<file path="config.mk">
export PLATFORM = sky130hd
export DESIGN_NAME = game_tick_sequencer
export DESIGN_NICKNAME = d
export VERILOG_FILES = /design/src/rtl/game_tick_sequencer.sv
export SDC_FILE = /design/constraint.sdc
export NUM_CORES = 1
export LEC_CHECK = 0
export ABC_AREA = 1
export CORE_AREA = 10 10 68 70
export CTS_BUF_LIST = sky130_fd_sc_hd__clkbuf_8 sky130_fd_sc_hd__clkbuf_16
export DETAILED_ROUTE_END_ITERATION = 10
export DIE_AREA = 0 0 78 80
export HOLD_SLACK_MARGIN = 0.03
export PLACE_DENSITY = 0.83
export SETUP_SLACK_MARGIN = 0.05
export SYNTH_ARGS = -nofsm -noshare
export SYNTH_HDL_FRONTEND = slang
export SYNTH_SLANG_ARGS = --single-unit
</file>
<file path="constraint.sdc">
create_clock -name clk -period 1.3 [get_ports clk]
set_input_delay 0.26 -clock clk [delete_from_list [all_inputs] [get_ports clk]]
set_output_delay 0.26 -clock clk [all_outputs]
set_load 0.01 [all_outputs]
</file>
<file path="src/rtl/game_tick_sequencer.sv">
// Turns edges of the slow divided game tick into step-request handshakes.
// Ticks that arrive while a step is outstanding are queued up to MAX_PENDING.
package snake_pkg;
  typedef enum logic [1:0] {MENU, GAME, PAUSED, GAME_OVER} game_mode;
endpackage

module game_tick_sequencer
  import snake_pkg::*;
#(
  parameter int SYNC_STAGES   = 2,
  parameter int BOTH_EDGES    = 1,
  parameter int MAX_PENDING   = 3,
  parameter int STEP_CNT_BITS = 16
) (
  input  logic                     clk,
  input  logic                     rst_n,
  input  game_mode                 mode,
  input  logic                     tick_level,
  input  logic                     step_ack,
  output logic                     step_req,
  output logic [3:0]               pending,
  output logic                     overrun,
  output logic [STEP_CNT_BITS-1:0] step_count,
  output logic                     tick_seen
);

  typedef enum logic {IDLE, REQ} state_t;

  logic [SYNC_STAGES-1:0]   sync_q, sync_d;
  logic                     hist_q, hist_d;
  logic                     tick_seen_q, tick_seen_d;
  state_t                   state_q, state_d;
  logic                     step_req_q, step_req_d;
  logic [3:0]               pending_q, pending_d;
  logic                     overrun_q, overrun_d;
  logic [STEP_CNT_BITS-1:0] step_count_q, step_count_d;

  logic game_active;
  logic edge_det;
  logic tick;
  logic ack;

  // Handshake: step_req stays high until a cycle with step_ack high;
  // that cycle completes the step. step_ack while step_req is low is ignored.
  always_comb begin
    sync_d[0] = tick_level;
    for (int i = 1; i < SYNC_STAGES; i++) begin
      sync_d[i] = sync_q[i-1];
    end
    hist_d = sync_q[SYNC_STAGES-1];

    game_active = (mode == GAME);
    if (BOTH_EDGES != 0) edge_det = sync_q[SYNC_STAGES-1] ^ hist_q;
    else                 edge_det = sync_q[SYNC_STAGES-1] & ~hist_q;
    tick_seen_d = game_active & edge_det;

    // The FSM consumes the registered tick, so a request follows tick_seen by one cycle.
    tick = game_active & tick_seen_q;
    ack  = step_req_q & step_ack;

    state_d      = state_q;
    step_req_d   = step_req_q;
    pending_d    = pending_q;
    overrun_d    = overrun_q;
    step_count_d = step_count_q;

    if (!game_active) begin
      state_d    = IDLE;
      step_req_d = 1'b0;
      pending_d  = 4'd0;
    end else begin
      case (state_q)
        IDLE: begin
          if (pending_q != 4'd0) begin
            state_d    = REQ;
            step_req_d = 1'b1;
            if (!tick) pending_d = pending_q - 4'd1;
          end else if (tick) begin
            state_d    = REQ;
            step_req_d = 1'b1;
          end
        end
        REQ: begin
          if (ack) begin
            step_count_d = step_count_q + STEP_CNT_BITS'(1);
            step_req_d   = 1'b0;
            if (tick) begin
              state_d = REQ;
            end else if (pending_q != 4'd0) begin
              pending_d = pending_q - 4'd1;
            end else begin
              state_d = IDLE;
            end
          end else begin
            // Low step_req in REQ is the one-cycle gap between back-to-back steps.
            if (!step_req_q) step_req_d = 1'b1;
            if (tick) begin
              if (pending_q == 4'(MAX_PENDING)) overrun_d = 1'b1;
              else                              pending_d = pending_q + 4'd1;
            end
          end
        end
        default: state_d = IDLE;
      endcase
    end
  end

  always_ff @(posedge clk) begin
    if (!rst_n) begin
      sync_q       <= '0;
      hist_q       <= 1'b0;
      tick_seen_q  <= 1'b0;
      state_q      <= IDLE;
      step_req_q   <= 1'b0;
      pending_q    <= 4'd0;
      overrun_q    <= 1'b0;
      step_count_q <= '0;
    end else begin
      sync_q       <= sync_d;
      hist_q       <= hist_d;
      tick_seen_q  <= tick_seen_d;
      state_q      <= state_d;
      step_req_q   <= step_req_d;
      pending_q    <= pending_d;
      overrun_q    <= overrun_d;
      step_count_q <= step_count_d;
    end
  end

  assign step_req   = step_req_q;
  assign pending    = pending_q;
  assign overrun    = overrun_q;
  assign step_count = step_count_q;
  assign tick_seen  = tick_seen_q;

endmodule

</file>
==> summary.md, run 1 <==
| Metric | Value |
|---|---|
| Max Fclk | 0.774 GHz |
| Initial antenna violation count | 0 |
| Period utilization | 0.994 |
| Status | finished, final reports clean |
| Unrepaired setup endpoints after global routing | true |
| Vias | approximately 1,600 |
| Largest net degree at the start of global routing | 15 |
| Critical path class | register to register |
| IO Port Bufs | 28 |
| Num ports | 29 |
| Worst Reg2Reg Path Length in Cells | 10 |
| Placer Congestion | around 0.85 |
| CP required | 1.52 ns |
| Setup TNS | 0 ns |
| Final setup fails | 0 |
| Worst path slowest cell | dfxtp_4 |
| Core Area | roughly 0.0033 mm² |
| Std cell rows | 21 |
| CTS Buf Count | 3 |
| Worst-case clock buffer depth | 2 |
| Pwr Density | 637 mW/mm² |
| Slew @ Worst Pin | 0.254 ns |
| Placed cell count | 321 |
| Final Skew | 0.00519 ns |
| Reg2Reg Setup Slack | 0.007 ns |
| Arr. time, crit path | between 1.5 and 2 ns |
| Clock slew at reported path FFs | roughly 0.09 ns |
| Startpoint types | register |
| Routed vias/inst | ~4.8 |
| Max incr delay on CP | 0.38 ns |
| Min Tclk post-route | 1.29 ns |
| Vias in the first global route | approximately 1,600 |
| Die Ht | 80 µm |
| Drt pass-1 iters | 4 |
| Maximum capacitance violations | 0 |
| Post-Syn Nets | between 200 and 250 |
| Top delay family on crit path | simple AND/OR/NAND/NOR gates |
| CTS Sinks | 27 |
| CP endpoint kind | register |
| Die width | 78 µm |
| Stages on worst setup path | 10 |
| Relative slew margins | 0.830 |
| Seq cells post-synth | 27 |
| Clock latency on the worst-skew pair | 0.27 ns |
| Syn. warnings | 0 |
| Final Hold Vio Count | 0 |
| Final Max Slew Viols | 0 |
| Hold Buf Count CTS | 0 |
| P&R area growth vs syn | 48.7% |
| Setup crit end | step_count[14]$_SDFFE_PN0P_ |
| Layout Cells excl Fill | ~330 |
| Die ar. | 0.00624 mm² |
| WL final | about 3800 µm |
| Fraction of layout cells with a size suffix above 1 | 0.299 |
| DR WL/cell | 11.7 µm |
| Total GRT Usage | 0.123 |
| Reg-to-Reg Start | step_count[1]$_SDFFE_PN0P_ |
| Max Fanout on Critical Path | 4 |
| P_leak | roughly 1.0 nW |
| Post-DRT Antenna Nets | 0 |
| Filler Cell Count | a little over 300 |
| Antenna diode count | 0 |
| Post-Syn Area | between 0.001 and 0.0015 mm² |
| CTS tree | done |
| Cells along the critical path | ha_4 -> nand2_2 -> inv_2 -> nand3_2 -> nor2_4 -> buf_4 -> nand4_1 -> nand2_1 -> nand2_1 -> nor2_1 |
| CTS Root Cell | clkbuf_8 |
| Mapped Avg Cell Area | ~6.4 µm² |
| Congestion Overflow GR | 0 |
| DP HPWL | 2770 µm |
| Nets | 291 |
| H-tree levels | 1 |
| DRT iter0 DRCs | 121 |
| Crit path buf inv count | 2 |
| First-pass GRT wire length | 6510 µm |
| VDD IR max | 0.468 mV |
| CP startpoint | step_count[1]$_SDFFE_PN0P_ |
| Library cells used by synthesis | 22 |
| RR Endpoint | step_count[14]$_SDFFE_PN0P_ |
| Initial Util | 0.439 |
| Mapped Cells | 226 |
| Drc violations | 0 |
| Sequential-to-total area share from yosys stat | 0.375 |
| Tot Pwr | ~1.4 mW |
| Most used cell, CP | nand2_1 |
| Worst Hold Class | register to register |
-- state kept, by name, summed over array words and instances (netlist names) --
| name | cells |
|---|---|
| overrun | 1 |
| step_count | 16 |
| pending | 4 |
| step_req | 1 |
| sync_q | 2 |
| state_q | 1 |
| tick_seen | 1 |
| hist_q | 1 |
-- cell families after synthesis --
kind of cell    share of synthesized area
compound gates                      0.101
xor+xnor                           0.0122
fa+ha+maj                          0.0260
buf+inv                             0.107
flops                               0.375
simple gates                        0.379
-- Yosys cell counts, drive strengths merged --
cell    instances  area share
nand4           3       0.013
dfxtp          27        0.38
clkbuf          1      0.0026
inv            40        0.10
a211o           1      0.0061
nor3            3       0.010
nand2          65        0.18
a21oi          13       0.045
nand3          11       0.038
a31oi           1      0.0043
ha              3       0.026
xnor2           2       0.012
nor2           41        0.12
o21bai          1      0.0052
a211oi          1      0.0052
nor3b           3       0.016
o21ai          10       0.035
-- routing by layer --
metal | vias up | wire length [µm] | global-route usage
met5 | - | 0 | 0
met1 | 708 | 1700 | 0.132
met2 | 48 | 1910 | 0.235
met4 | 0 | 59 | 0.0394
li1 | 810 | - | -
met3 | 7 | 172 | 0.0248
-- per-stage QoR --
stage	cell area [µm²]	setup slack [ns]	utilization	hold slack, ns
floorplan	1450	0.0525	-	0.358
detailed placement	1950	-0.370	0.594	0.407
global route	2140	-0.115	0.653	0.470
global placement	1950	-0.351	0.594	0.394
CTS	2060	-0.0141	0.627	0.429
finish	2140	0.00749	0.653	0.426
-- layout by cell type (no fill, tap or decap), drive strengths merged, types with 5 or more instances in the layout --
cell,netlist,layout
dlygate4sd2,0,20
nor2,41,41
clkbuf,1,5
buf,0,25
dfxtp,27,27
inv,40,41
o21ai,10,10
nand2,65,65
nand3,11,11
a21oi,13,13
-- how the worst min path moves through the flow --
stage	endpoint	start	slack [ns]	cells past startpoint
floorplan	sync_q[0]$_SDFF_PN0_	tick_level	0.36	2
global placement	sync_q[1]$_SDFF_PN0_	sync_q[0]$_SDFF_PN0_	0.39	2
detailed placement	sync_q[1]$_SDFF_PN0_	sync_q[0]$_SDFF_PN0_	0.41	2
CTS	sync_q[1]$_SDFF_PN0_	sync_q[0]$_SDFF_PN0_	0.43	2
global route	sync_q[1]$_SDFF_PN0_	sync_q[0]$_SDFF_PN0_	0.47	2
finish	sync_q[1]$_SDFF_PN0_	sync_q[0]$_SDFF_PN0_	0.43	2
-- timing repair --
action / CTS / global route
hold endpoints to repair: 0 / 0
endpoints found under the setup margin: 41 / 26
cloned: 0 / 0
gates resized for setup: 60 / 34
pin swaps: 8 / 13
setup buffers: 0 / 2
-- worst register-to-register path, stage by stage (launching register included) --
cell	delay [ns]
dfxtp_4	0.38
ha_4	0.13
nand2_2	0.05
inv_2	0.07
nand3_2	0.08
nor2_4	0.15
buf_4	0.13
nand4_1	0.06
nand2_1	0.07
nand2_1	0.04
nor2_1	0.08
-- final cells by class --
class | instances | area (µm²) | share of cell area
Clock buffer | 3 | 41.3 | 0.0193
Tap cell | 46 | 57.6 | 0.0269
Inverter | 40 | 160 | 0.0747
Multi-Input combinational cell | 158 | 886 | 0.413
Sequential cell | 27 | 569 | 0.266
Clock inverter | 1 | 3.75 | 0.00175
Timing Repair Buffer | 52 | 425 | 0.198
-- report_power, final --
| group | total (mW) | switching [mW] | internal (mW) |
|---|---|---|---|
| Sequential | 0.823 | 0.00265 | 0.821 |
| Combinational | 0.0704 | 0.0380 | 0.0324 |
| Clock | 0.473 | 0.260 | 0.212 |
| Total | 1.37 | 0.301 | 1.07 |
(Power assumes the default switching activity.)
==> run 2: changes to the inputs <==
Settings changed: CAP_MARGIN set to 30, PLACE_DENSITY 0.83 to 0.72, TNS_END_PERCENT set to 5.
==> summary.md, run 2 (synthesis gave the netlist of run 1 again) <==
| Metric | Value |
|---|---|
| Status | finished with violations |
| Failing checks | negative setup slack |
| CP required | 1.47 ns (-0.05 ns) |
| Non-Filler Cell Area, Final | 0.00214 mm² (-0.23%) |
| Die ar. | 0.00624 mm² (unchanged) |
| CTS tree | done |
| Final Hold Vio Count | 0 (unchanged) |
| Routed vias/inst | 4.70 (-2.3%) |
| Commonest non-fill, non-tap cell in the layout | nand2_1 |
| Tot Pwr | 1.37 mW (+0.13%) |
| CTS Sinks | 27 (unchanged) |
| Max incr delay on CP | 0.48 ns (+0.10 ns) |
| P_leak | 1.05 nW (+0.19%) |
| Worst-case clock buffer depth | 2 (unchanged) |
| Minimum hold slack | 0.418 ns (-0.00834 ns) |
| Critical path class | input pin to register |
| CTS Buf Count | 3 (unchanged) |
| CTS Root Cell | clkbuf_8 |
| Leading cell types in the layout, fill and taps excluded | 55 x nand2_1, 33 x inv_1, 32 x nor2_1, 26 x buf_4 |
| Vias | 1,556 (-1.1%) |
| WL final | 3710 µm (-3.3%) |
| Final Max Slew Viols | 0 (unchanged) |
| Max Fanout on Critical Path | 5 (+1) |
| Nets | 295 (+1.4%) |
| Antenna diode count | 0 (unchanged) |
| Num ports | 29 (unchanged) |
| Worst path slowest cell | clkdlybuf4s50_1 |
| Unrepaired setup endpoints after global routing | true |
| Pwr Density | 640 mW/mm² (+0.36%) |
| Fraction of layout cells with a size suffix above 1 | 0.284 (-0.0147) |
| Std cell rows | 21 (unchanged) |
| Relative slew margins | 0.835 (+0.00576) |
| DR WL/cell | 11.2 µm (-4.5%) |
| Clock slew at reported path FFs | 0.09 ns (about the same) |
| Max Fclk | 0.754 GHz (-2.6%) |
| Post-layout utilization of the core | 0.651 (-0.00152) |
| Arr. time, crit path | 1.50 ns (about the same) |
| P&R area growth vs syn | 48.4% |
| DRT iter0 DRCs | 49 (-60%) |
| Total GRT Usage | 0.114 (-0.00945) |
| Post-DRT Antenna Nets | 0 (unchanged) |
| First-pass GRT wire length | 6130 µm (-5.7%) |
| Final WS setup | -0.0269 ns (-0.0344 ns) |
| VDD IR max | 0.602 mV (+28%) |
| Congestion Overflow GR | 0 (unchanged) |
| Final setup fails | 3 (+3) |
| Largest net degree at the start of global routing | 15 (unchanged) |
| Period utilization | 1.02 (+0.0265) |
| Max reg flops | 16 (unchanged) |
| DP HPWL | 2740 µm (-1.2%) |
| CP endpoint kind | register |
| Die width | 78 µm (unchanged) |
| Placer Congestion | 0.861 (+1.3%) |
| DP Area | 0.00198 mm² (+1.5%) |
| Layout Cells excl Fill | 331 (+1.2%) |
| Maximum capacitance violations | 0 (unchanged) |
| Initial antenna violation count | 0 (unchanged) |
| H-tree levels | 1 (unchanged) |
| Startpoint types | input pin |
| Worst Hold Class | register to register |
| Vias in the first global route | 1,498 (-4.0%) |
| Placed cell count | 324 (+0.93%) |
| Hold Buf Count CTS | 0 (unchanged) |
| Min Tclk post-route | 1.33 ns (+0.0344 ns) |
| Setup TNS | -0.0429 ns (-0.0429 ns) |
| Cells along the critical path | clkdlybuf4s50_1 -> nand2_2 -> inv_2 -> nand2_4 -> nor2_4 -> nand3_2 -> o21ai_1 -> nor2_1 |
| Slew @ Worst Pin | 0.246 ns (-0.00760 ns) |
| Core Area | 0.00328 mm² (unchanged) |
| Drt pass-1 iters | 4 (unchanged) |
| Final Skew | 0.00166 ns (-0.00354 ns) |
| Drc violations | 0 (unchanged) |
| IO Port Bufs | 28 (unchanged) |
| Clock latency on the worst-skew pair | 0.27 ns (about the same) |
| Die Ht | 80 µm (unchanged) |
| Initial Util | 0.439 (unchanged) |
| Pre-CTS worst setup slack | -0.404 ns (-0.0347 ns) |
-- run 2: worst max-delay path, delay by kind of cell --
kind                   cells  cell delay, ns
and+or+nand+nor            5            0.53
AOI/OAI and AO/OA          1            0.14
buffers and inverters      2            0.57
-- run 2: layer usage --
layer	wire (µm)	vias up	track usage
met4	36	0	0.0358
met2	1750	32	0.192
met5	0	-	0
li1	-	821	-
met1	1730	699	0.138
met3	202	4	0.0304
-- run 2: final timing paths --
kind | to | startpoint | slack [ns] | cells after the start
setup / recovery | step_count[11]$_SDFFE_PN0P_ | mode[0] | -0.03 | 8
hold / removal | sync_q[1]$_SDFF_PN0_ | sync_q[0]$_SDFF_PN0_ | 0.42 | 2
setup reg to reg | pending[2]$_SDFFE_PN0P_ | pending[1]$_SDFFE_PN0P_ | -0.01 | 8
hold reg to reg | sync_q[1]$_SDFF_PN0_ | sync_q[0]$_SDFF_PN0_ | 0.42 | 2
-- run 2: power by group --
| part | total [mW] | internal, mW | switching, mW |
|---|---|---|---|
| Combinational | 0.0727 | 0.0350 | 0.0377 |
| Sequential | 0.827 | 0.825 | 0.00231 |
| Clock | 0.468 | 0.212 | 0.256 |
-- run 2: cell type report --
cell class,count,area [µm²]
Fill cell,304,1150
Multi-Input combinational cell,158,855
Sequential cell,27,559
Timing Repair Buffer,56,467
Inverter,40,155
Tap cell,46,57.6
Clock buffer,3,41.3
Clock inverter,1,3.75
-- run 2: timing repair --
action	4_1_cts	5_1_grt
gates resized for setup	37	47
setup endpoints to repair	40	27
cloned	0	0
setup buffers	0	3
pin swaps	1	13
==> run 3: changes to the inputs <==
Settings changed: CORE_AREA 10 10 68 70 to 10 10 63 65, CTS_BUF_LIST sky130_fd_sc_hd__clkbuf_8 sky130_fd_sc_hd__clkbuf_16 to sky130_fd_sc_hd__clkbuf_16, DIE_AREA 0 0 78 80 to 0 0 73 75, PLACE_DENSITY 0.72 to 0.81, REMOVE_ABC_BUFFERS set to 1.
Clock period 1.3 ns to 1.6 ns, I/O delays scaled along.
==> summary.md, run 3 (synthesis gave the netlist of run 1 again) <==
| Metric | Value |
|---|---|
| Hold Buf Count CTS | 0 (unchanged) |
| IO Port Bufs | 28 (unchanged) |
| H-tree levels | 1 (unchanged) |
| Reg2Reg Setup Slack | 0.17 ns (+0.18 ns) |
| First-pass GRT wire length | 6020 µm (-1.8%) |
| Num ports | 29 (unchanged) |
| Maximum capacitance violations | 0 (unchanged) |
| Status | finished, final reports clean |
| Die ar. | 0.00548 mm² (-12%) |
| Antenna diode count | 0 (unchanged) |
| Max incr delay on CP | 0.56 ns (+0.08 ns) |
| Non-Filler Cell Area, Final | 0.00198 mm² (-7.2%) |
| Final setup fails | 0 (-3) |
| Min Tclk post-route | 1.52 ns |
| Max reg flops | 16 (unchanged) |
| Fraction of layout cells with a size suffix above 1 | 0.122 (-0.162) |
| Drt pass-1 iters | 4 (unchanged) |
| Std cell rows | 19 (-9.5%) |
| Largest net degree at the start of global routing | 15 (unchanged) |
| Worst-case clock buffer depth | 2 (unchanged) |
| CP required | 1.28 ns (-0.19 ns) |
| Drc violations | 0 (unchanged) |
| Final Skew | 0.00842 ns (+0.00676 ns) |
| Max Fclk | 0.657 GHz |
| DP HPWL | 2670 µm (-2.3%) |
| Arr. time, crit path | 1.20 ns (-0.30 ns) |
| Hold path start | sync_q[0]$_SDFF_PN0_ |
| DR WL/cell | 11.6 µm (+3.0%) |
| Crit path buf inv count | 1 (-1) |
| Relative slew margins | 0.829 (-0.00619) |
| RR Endpoint | pending[0]$_SDFFE_PN0P_ |
| Core Area | 0.00271 mm² (-17%) |
| Vias in the first global route | 1,371 (-8.5%) |
| DP Area | 0.00186 mm² (-6.1%) |
| Total GRT Usage | 0.132 (+0.0185) |
| Clock slew at reported path FFs | 0.07 ns (-0.02 ns) |
| CTS tree | done |
| DRT iter0 DRCs | 75 (+53%) |
| Leading cell types in the layout, fill and taps excluded | 61 x nand2_1, 39 x inv_1, 36 x nor2_1, 22 x dfxtp_1, 15 x clkdlybuf4s50_1 |
| Period utilization | 0.951 |
| VDD IR max | 0.485 mV (-19%) |
| Routed vias/inst | 4.92 (+4.6%) |
| Die width | 73 µm (-6.4%) |
| CTS Sinks | 27 (unchanged) |
| Max Fanout on Critical Path | 4 (-1) |
| Die Ht | 75 µm (-6.3%) |
| Startpoint types | register |
| Final Hold Vio Count | 0 (unchanged) |
| WL final | 3490 µm (-6.0%) |
| Minimum hold slack | 0.411 ns (-0.00641 ns) |
| Reg-to-Reg Start | pending[1]$_SDFFE_PN0P_ |
| Commonest non-fill, non-tap cell in the layout | nand2_1 |
| Placer Congestion | 0.822 (-4.6%) |
| Vias | 1,485 (-4.6%) |
| Placed cell count | 298 (-8.0%) |
| Slew @ Worst Pin | 0.254 ns (+0.00824 ns) |
| Post-DRT Antenna Nets | 0 (unchanged) |
| Worst Hold Class | register to register |
| Top delay family on crit path | buffers and inverters |
| CP endpoint kind | primary output |
| CTS Root Cell | clkbuf_16 |
| Pwr Density | 647 mW/mm² (+1.2%) |
| Post CTS Setup Buffer Count | 0 (unchanged) |
| Initial Util | 0.532 (+0.0930) |
| Final Max Slew Viols | 0 (unchanged) |
| CTS Buf Count | 3 (unchanged) |
| P_leak | 1.10 nW (+4.9%) |
| Critical path class | register to primary output |
| Nets | 281 (-4.7%) |
| Worst path slowest cell | clkdlybuf4s50_1 |
| Clock latency on the worst-skew pair | 0.26 ns (about the same) |
| P&R area growth vs syn | 37.7% |
| Filler Cell Count | 230 (-24%) |
| Initial antenna violation count | 0 (unchanged) |
| Hold EP | sync_q[1]$_SDFF_PN0_ |
| Hold Path Depth | 2 (unchanged) |
| Post-layout utilization of the core | 0.732 (+0.0812) |
| Worst Reg2Reg Path Length in Cells | 7 (-1) |
| Congestion Overflow GR | 0 (unchanged) |
| Layout Cells excl Fill | 302 (-8.8%) |
| Cells along the critical path | clkdlybuf4s50_1 |
[run 3: changes by cell type in the layout (fill, tap and decap cells not counted), sizes merged]
cell           previous run  this run
clkdlybuf4s15             1         0
buf                      28        14
clkbuf                    7         3
dlymetal6s2s              1        13
dlygate4sd2              18         0
clkdlybuf4s50             4        15
[run 3: how the worst max path moves through the flow]
stage                           startpoint                 endpoint  slack, ns  depth (start not counted)
2_1_floorplan      pending[0]$_SDFFE_PN0P_  pending[1]$_SDFFE_PN0P_       0.23                          8
3_3_place_gp                       mode[0]  pending[0]$_SDFFE_PN0P_      -0.09                          7
5_1_grt            pending[0]$_SDFFE_PN0P_  pending[0]$_SDFFE_PN0P_      -0.01                          8
3_5_place_dp                       mode[0]  pending[1]$_SDFFE_PN0P_      -0.13                          8
6_report       step_count[11]$_SDFFE_PN0P_           step_count[11]       0.08                          1
4_1_cts         step_count[5]$_SDFFE_PN0P_            step_count[5]       0.02                          1
[run 3: timing repair]
action | CTS | global route
setup endpoints to repair | 7 | 22
pin swaps | 0 | 0
resized for setup | 1 | 19
[run 3: through the flow]
step / setup TNS (ns) / setup slack (ns) / power (mW)
4_1_cts: 0 / 0.0158 / 1.29
3_3_place_gp: -0.920 / -0.0877 / 0.745
3_5_place_dp: -1.16 / -0.129 / 0.746
5_1_grt: -0.0102 / -0.0102 / 1.32
6_report: 0 / 0.0778 / 1.28
2_1_floorplan: 0 / 0.234 / 0.715
[run 3: report_power, final]
part	switching, mW	leakage [nW]	internal, mW
Combinational	0.0267	0.837	0.0266
Sequential	0.00191	0.221	0.676
Clock	0.220	0.0423	0.334
[run 3: area by class of cell]
class | count | area (µm²) | area share
tap | 31 | 38.8 | 0.0195
inverter | 40 | 150 | 0.0757
timing repair buffer | 42 | 418 | 0.211
multi-input combinational | 158 | 752 | 0.379
sequential | 27 | 547 | 0.276
clock buffer | 3 | 75.1 | 0.0378
clock inverter | 1 | 3.75 | 0.00189
[run 3: metal layers]
layer  wire [µm]  GRT usage
met5           0          0
met4          19     0.0316
met3         177     0.0368
met2        1710      0.226
met1        1580      0.160
[run 3: tightest hold or removal path, delay by kind of cell, from the launching register on]
family	cells	cell delay [ns]
DFF	1	0.30
and+or+nand+nor	1	0.04
buffers and inverters	1	0.04
